[config.mk]
export PLATFORM = sky130hd
export DESIGN_NAME = ifu_fetch
export DESIGN_NICKNAME = d
export VERILOG_FILES = /design/src/rtl/npc_pkg.sv /design/src/rtl/ifu_fetch.sv
export SDC_FILE = /design/constraint.sdc
export NUM_CORES = 1
export LEC_CHECK = 0
export ABC_AREA = 0
export BUFFER_PORTS_ARGS = -buffer_cell sky130_fd_sc_hd__buf_4
export CORE_MARGIN = 4
export CORE_UTILIZATION = 44
export CTS_CLUSTER_SIZE = 12
export DETAILED_ROUTE_END_ITERATION = 8
export PLACE_DENSITY_LB_ADDON = 0.3
export SLEW_MARGIN = 0
export SYNTH_ARGS = -nofsm -noshare
export SYNTH_HDL_FRONTEND = slang
export SYNTH_SLANG_ARGS = --single-unit
[constraint.sdc]
create_clock -name clk -period 2.3 [get_ports clk]
set_input_delay 0.46 -clock clk [delete_from_list [all_inputs] [get_ports clk]]
set_output_delay 0.46 -clock clk [all_outputs]
set_load 0.01 [all_outputs]
[src/rtl/npc_pkg.sv]
// Shared fetch-unit definitions: FSM state encoding, default reset PC/width,
// and the instruction alignment check used on every redirect.
package npc_pkg;

    localparam int          XLEN_DEF     = 32;
    localparam logic [31:0] RESET_PC_DEF = 32'h8000_0000;

    typedef enum logic [2:0] {
        ST_REQ      = 3'd0,
        ST_WAIT_RSP = 3'd1,
        ST_HOLD     = 3'd2,
        ST_WAIT_NPC = 3'd3,
        ST_FAULT    = 3'd4
    } fetch_state_e;

    // Takes only the two low address bits so it works for any XLEN.
    function automatic logic is_aligned32(input logic [1:0] addr_lo);
        return (addr_lo == 2'b00);
    endfunction

endpackage

[src/rtl/ifu_fetch.sv]
// Multicycle instruction fetch unit: one memory read per instruction, result
// held for decode, next fetch launched only when the next PC is supplied.
module ifu_fetch
    import npc_pkg::*;
#(
    parameter int               XLEN     = XLEN_DEF,
    parameter logic [XLEN-1:0]  RESET_PC = RESET_PC_DEF
) (
    input  logic            clk,
    input  logic            rst_n,
    output logic            mem_req_valid,
    output logic [XLEN-1:0] mem_req_addr,
    input  logic            mem_req_ready,
    input  logic            mem_rsp_valid,
    input  logic [XLEN-1:0] mem_rsp_data,
    input  logic            mem_rsp_err,
    output logic            IFU_valid,
    output logic [XLEN-1:0] inst,
    output logic [XLEN-1:0] pc,
    input  logic            IDU_ready,
    input  logic            npc_valid,
    input  logic [XLEN-1:0] npc,
    output logic            fetch_fault
);

    fetch_state_e    r_state;
    logic [XLEN-1:0] r_pc;
    logic [XLEN-1:0] r_inst;
    logic            r_req_valid;
    logic            r_ifu_valid;
    logic            r_fault;

    fetch_state_e    w_state_nxt;
    logic [XLEN-1:0] w_pc_nxt;
    logic [XLEN-1:0] w_inst_nxt;
    logic            w_req_nxt;
    logic            w_ifu_nxt;
    logic            w_fault_nxt;
    logic            w_take_npc;

    // Next-state and next-output computation for the fetch FSM.
    always_comb begin
        w_state_nxt = r_state;
        w_pc_nxt    = r_pc;
        w_inst_nxt  = r_inst;
        w_req_nxt   = r_req_valid;
        w_ifu_nxt   = r_ifu_valid;
        w_fault_nxt = r_fault;
        w_take_npc  = 1'b0;

        case (r_state)
            ST_REQ: begin
                // Request valid is registered, so the first REQ cycle after reset is idle.
                if (r_req_valid && mem_req_ready) begin
                    w_req_nxt   = 1'b0;
                    w_state_nxt = ST_WAIT_RSP;
                end else begin
                    w_req_nxt   = 1'b1;
                end
            end
            ST_WAIT_RSP: begin
                if (mem_rsp_valid) begin
                    if (mem_rsp_err) begin
                        w_fault_nxt = 1'b1;
                        w_state_nxt = ST_FAULT;
                    end else begin
                        w_inst_nxt  = mem_rsp_data;
                        w_ifu_nxt   = 1'b1;
                        w_state_nxt = ST_HOLD;
                    end
                end else begin
                    w_state_nxt = ST_WAIT_RSP;
                end
            end
            ST_HOLD: begin
                if (r_ifu_valid && IDU_ready) begin
                    w_ifu_nxt = 1'b0;
                    if (npc_valid) begin
                        w_take_npc = 1'b1;
                    end else begin
                        w_state_nxt = ST_WAIT_NPC;
                    end
                end else begin
                    w_state_nxt = ST_HOLD;
                end
            end
            ST_WAIT_NPC: begin
                if (npc_valid) begin
                    w_take_npc = 1'b1;
                end else begin
                    w_state_nxt = ST_WAIT_NPC;
                end
            end
            ST_FAULT: begin
                w_fault_nxt = 1'b1;
                w_req_nxt   = 1'b0;
                w_ifu_nxt   = 1'b0;
            end
            default: begin
                w_state_nxt = ST_FAULT;
                w_fault_nxt = 1'b1;
                w_req_nxt   = 1'b0;
                w_ifu_nxt   = 1'b0;
            end
        endcase

        // A misaligned redirect is still latched into pc so the faulting target is visible.
        if (w_take_npc) begin
            w_pc_nxt = npc;
            if (is_aligned32(npc[1:0])) begin
                w_req_nxt   = 1'b1;
                w_state_nxt = ST_REQ;
            end else begin
                w_fault_nxt = 1'b1;
                w_req_nxt   = 1'b0;
                w_state_nxt = ST_FAULT;
            end
        end else begin
            w_pc_nxt = w_pc_nxt;
        end
    end

    // State and registered output update.
    always_ff @(posedge clk or negedge rst_n) begin
        if (!rst_n) begin
            r_state     <= ST_REQ;
            r_pc        <= RESET_PC;
            r_inst      <= '0;
            r_req_valid <= 1'b0;
            r_ifu_valid <= 1'b0;
            r_fault     <= 1'b0;
        end else begin
            r_state     <= w_state_nxt;
            r_pc        <= w_pc_nxt;
            r_inst      <= w_inst_nxt;
            r_req_valid <= w_req_nxt;
            r_ifu_valid <= w_ifu_nxt;
            r_fault     <= w_fault_nxt;
        end
    end

    assign mem_req_valid = r_req_valid;
    assign mem_req_addr  = r_pc;
    assign IFU_valid     = r_ifu_valid;
    assign inst          = r_inst;
    assign pc            = r_pc;
    assign fetch_fault   = r_fault;

endmodule

* Yosys cells after proc, flatten, opt, wreduce, memory -nomap -nowiden
Index checks and enable logic that the tools add are counted.
Storage, ports and cells: bits in registers 70, bits in latches 0, RAM bits 0, bits in read-only memories 0, bits of input ports 71, output and inout bits 99, logic and storage cells 52, memories kept 0
Cells by class: $add $sub $neg 0, multipliers 0, divide/modulo/power cells 0, $lt $le $gt $ge 0, eq/ne operators 10, shift-type cells 0, muxes and demuxes 24, bitwise logic cells 2, reduce and logical (&&, ||, !) cells 10
Operators by type and width (number):
- 3-bit 2-to-1 mux | 7
- 3-bit case mux with 5 select lines | 1
- 1-bit 2-to-1 mux | 12
- 2-bit inequality test, second input constant | 4
- 3-bit by 2-bit == test with 1-bit output, second input constant | 2
- 1-bit case mux with 2 select lines | 3
- 3-bit OR reduction | 2
- 4-bit AND reduction | 1
- 3-bit by 1-bit == test with 1-bit output, second input constant | 1
- 3-bit == test, second input constant | 1
- 3-bit logical NOT | 1
- 3-bit inequality test, second input constant | 1
- 1-bit case mux with 3 select lines | 1
- 3-bit AND reduction | 1
- 1-bit logical AND | 2
- 2-bit logical NOT | 1
- 2-bit by 1-bit inequality test with 1-bit output, second input constant | 1
- 1-bit NOT | 2
- 2-bit AND reduction | 1
- 2-bit OR reduction | 1

* Depth between registers and ports, before layout
depth in word-level cells 5, depth in mapped cells 5, mapped depth without buffers 3

* Worst setup path before layout
No wires, ideal clock.
path kind register -> register, start register r_state[2], end register r_inst[10] (netlist: inst[10]), library setup time 0.125 ns, data arrival time 1.531 ns, required time 2.175 ns, setup slack 0.644 ns, cell stages (with the launch flop) 5, path buffers 2, clock period less this slack 1.656 ns, path through dfrtp_1 > or4_1 > buf_6 > buf_8 > mux2_4
On the way: cells in the longest elaborated chain, start to end 2
Ends and longest elaborated chain:
- start, declared | RTL line ifu_fetch.sv:26 | fetch_state_e r_state;
- start signal, assigned | RTL line ifu_fetch.sv:133 | r_state <= w_state_nxt;
- 3-bit by 1-bit == test with 1-bit output | RTL line ifu_fetch.sv:51 | case (r_state)
- 3-bit AND reduction (no line)
- end signal, assigned | RTL line ifu_fetch.sv:135 | r_inst <= w_inst_nxt;
- end, declared | RTL line ifu_fetch.sv:28 | logic [XLEN-1:0] r_inst;
Every way passes these cells. A chain may end at the register's enable or synchronous reset.

* Worst setup path after layout
start register r_state[2], end register r_inst[18] (netlist: inst[18])
The elaborated chain is that of the path after synthesis.

==> metrics.csv <==
metric;value;unit
share of layout cells above drive strength 1;0.7435;
fmax;534.8;MHz
initial DRC count;73;
clk_lat worst skew;0.34;ns
CP Capture Type;flop;
final max-slew violation count;0;
Root Buffer;clkbuf_8;
pin count of the biggest net entering global routing;71;
first-pass GRT wire length;11030;µm
syn_area_per_cell;15.47;µm²
core footprint;6794;µm²
clk_skew;0.01530;ns
setup bufs post-CTS;0;
Synth Warn #;0;
Psw;506.6;µW
Routed WL per cell;15.76;µm
worst slack at placement;0.3895;ns
RSZ-0062 raised after global routing;false;
Sink Count;70;
Logic pwr share;0.048;
drt total wl;6982;µm
max-cap violations;0;
Clock Path Buffers;2;
Syn Nets;270;
IO Count;170;
WS Path Type;flop to flop;
TritonCTS clock tree;yes;
synthesized area;3079;µm²
final weighted congestion in routability-driven placement;0.7572;
final setup fails;0;
chip height;91.66;µm
row count;30;
Arr. time, crit path;2.09;ns
P_leak;0.002497;µW
final number of hold-violating endpoints;0;
post-DP HPWL;5203;µm
post-cts hold buffer count;0;
DP Area;4187;µm²
Syn-to-layout area delta;43.07;%
die area;8401;µm²
gr usage total;0.1652;
R2R cell count;3;
P per Cell Area;550.8;nW/µm²
clock network power share;0.445;
Routed Antenna Nets;0;
DIE WIDTH;91.66;µm
Initial Utilization;0.4532;
H-tree depth;3;
vias in the first global route;2178;
Synth area leaders;dfrtp_1, mux2_4, mux2_2;
vias per cell;4.682;
# port buffers;169;
switching share of power;0.2088;
cell taking the most area after synthesis;dfrtp_1;
Final TNS setup;0;ns
HP Class;input pin to async pin;
quantity of gates resized following cts;0;
sequential cell area fraction in the yosys report;0.5693;
Worst Slack Setup Final;0.4301;ns
Slew @ Worst Pin;0.8735;ns
minimum clock period;1.870;ns
Req. time, crit path;2.52;ns
clock-pin transition on the worst setup and hold timing paths;0.08;ns
total CTS buffers;9;
period utilization;0.8130;
diode count;0;
P_int;1920;µW
area share of the largest cell type after synthesis;0.5607;
total congestion overflow;0;
# DRC;0;
post-route cell area;4405;µm²
Synth Register Bits;70;
worst rel slew slack;0.4177;
initial antenna violation count;0;
Synth cell types;30;
status;finished, final reports clean;
hold_ws;0.2325;ns
Max FO, Critical Path;33;
Nets;413;
Syn Inst Count;199;
part of the power in registers;0.507;
crit path launch type;flop;
DRT Pass-1 Iters;4;
worst IR drop on VDD;0.0002480;V
vias;2074;
## per-layer routing
layer | GRT usage | vias to the layer above | routed length (µm)
li1 | - | 949 | -
met1 | 0.2008 | 1012 | 2683
met2 | 0.2769 | 102 | 3564
met3 | 0.04348 | 11 | 616
met4 | 0.07035 | 0 | 118
met5 | 0 | - | 0
## Yosys cell counts
master and instances:
dfrtp_1 69, and3b_1 1, a211oi_1 1, a21oi_1 3
o21ai_0 1, nor2b_1 1, mux2_2 35, o211ai_1 1
nor3_1 1, nor3_2 1, nand3_1 1, nor2_1 1
buf_4 35, or4b_2 1, nand2b_1 1, dfstp_2 1
o311ai_0 1, mux2_4 29, buf_8 1, nand2_1 2
o21ba_2 1, o221ai_1 1, nand4b_1 1, inv_1 2
or4_1 1, or2_2 1, buf_6 1, or3_1 1
buf_12 2, nand2_2 1
## layout make-up
| cell class | count | area, µm² |
|---|---|---|
| Timing Repair Buffer | 171 | 1309 |
| Fill cell | 533 | 2389 |
| Inverter | 2 | 7.507 |
| Sequential cell | 70 | 1753 |
| Clock buffer | 9 | 123.9 |
| Tap cell | 96 | 120.1 |
| Multi-Input combinational cell | 88 | 997.2 |
| Clock inverter | 7 | 95.09 |
## stage by stage
step           power [µW]    util  cells
2_1_floorplan        1257       -    199
3_3_place_gp         1371  0.6162    427
3_5_place_dp         1374  0.6162    427
4_1_cts              2469  0.6484    443
5_1_grt              2520  0.6484    443
6_report             2426  0.6484    443
## worst paths after layout
kind                       slack (ns)               end             from
min                              0.23          inst[22]            rst_n
min reg2reg                      0.50       fetch_fault      fetch_fault
min in group clk                 0.35           inst[2]  mem_rsp_data[2]
max in group asynchronous        1.48  mem_req_addr[29]            rst_n
max reg2reg                      0.43          inst[18]       r_state[2]
max                              0.43          inst[18]       r_state[2]
## power by group through the flow
stage          clock, µW  sequential, µW  combinational (µW)
3_5_place_dp           0            1250                 120
6_report            1080            1230                 117
4_1_cts             1120            1230                 120
2_1_floorplan          0            1250                2.90
5_1_grt             1160            1230                 129
3_3_place_gp           0            1250                 117
## worst max-delay path: stages, from the launching register on
cell and delay [ns]:
dfrtp_1 0.47, or4_2 0.73, buf_12 0.22, mux2_4 0.31
## logic make-up after synthesis
logic type | synth area share
flops | 0.5693
mux | 0.2694
buf+inv | 0.1093
simple gates | 0.03170
compound gates | 0.02032
## placed cells by master, fill, tap and decap left out, types with 2 or more instances in the layout
cell type,count
buf_4,169
inv_1,2
inv_6,2
nand2_1,2
bufinv_16,2
clkbuf_8,9
clkinv_2,2
dfrtp_1,69
mux2_4,29
a21oi_1,3
buf_12,2
mux2_2,35
## flip-flops by register name (all words and copies together) (netlist names)
register and flops:
IFU_valid 1, r_state 3, mem_req_addr 32, fetch_fault 1, mem_req_valid 1, inst 32
No activity file was read; power rests on OpenSTA's default activity.
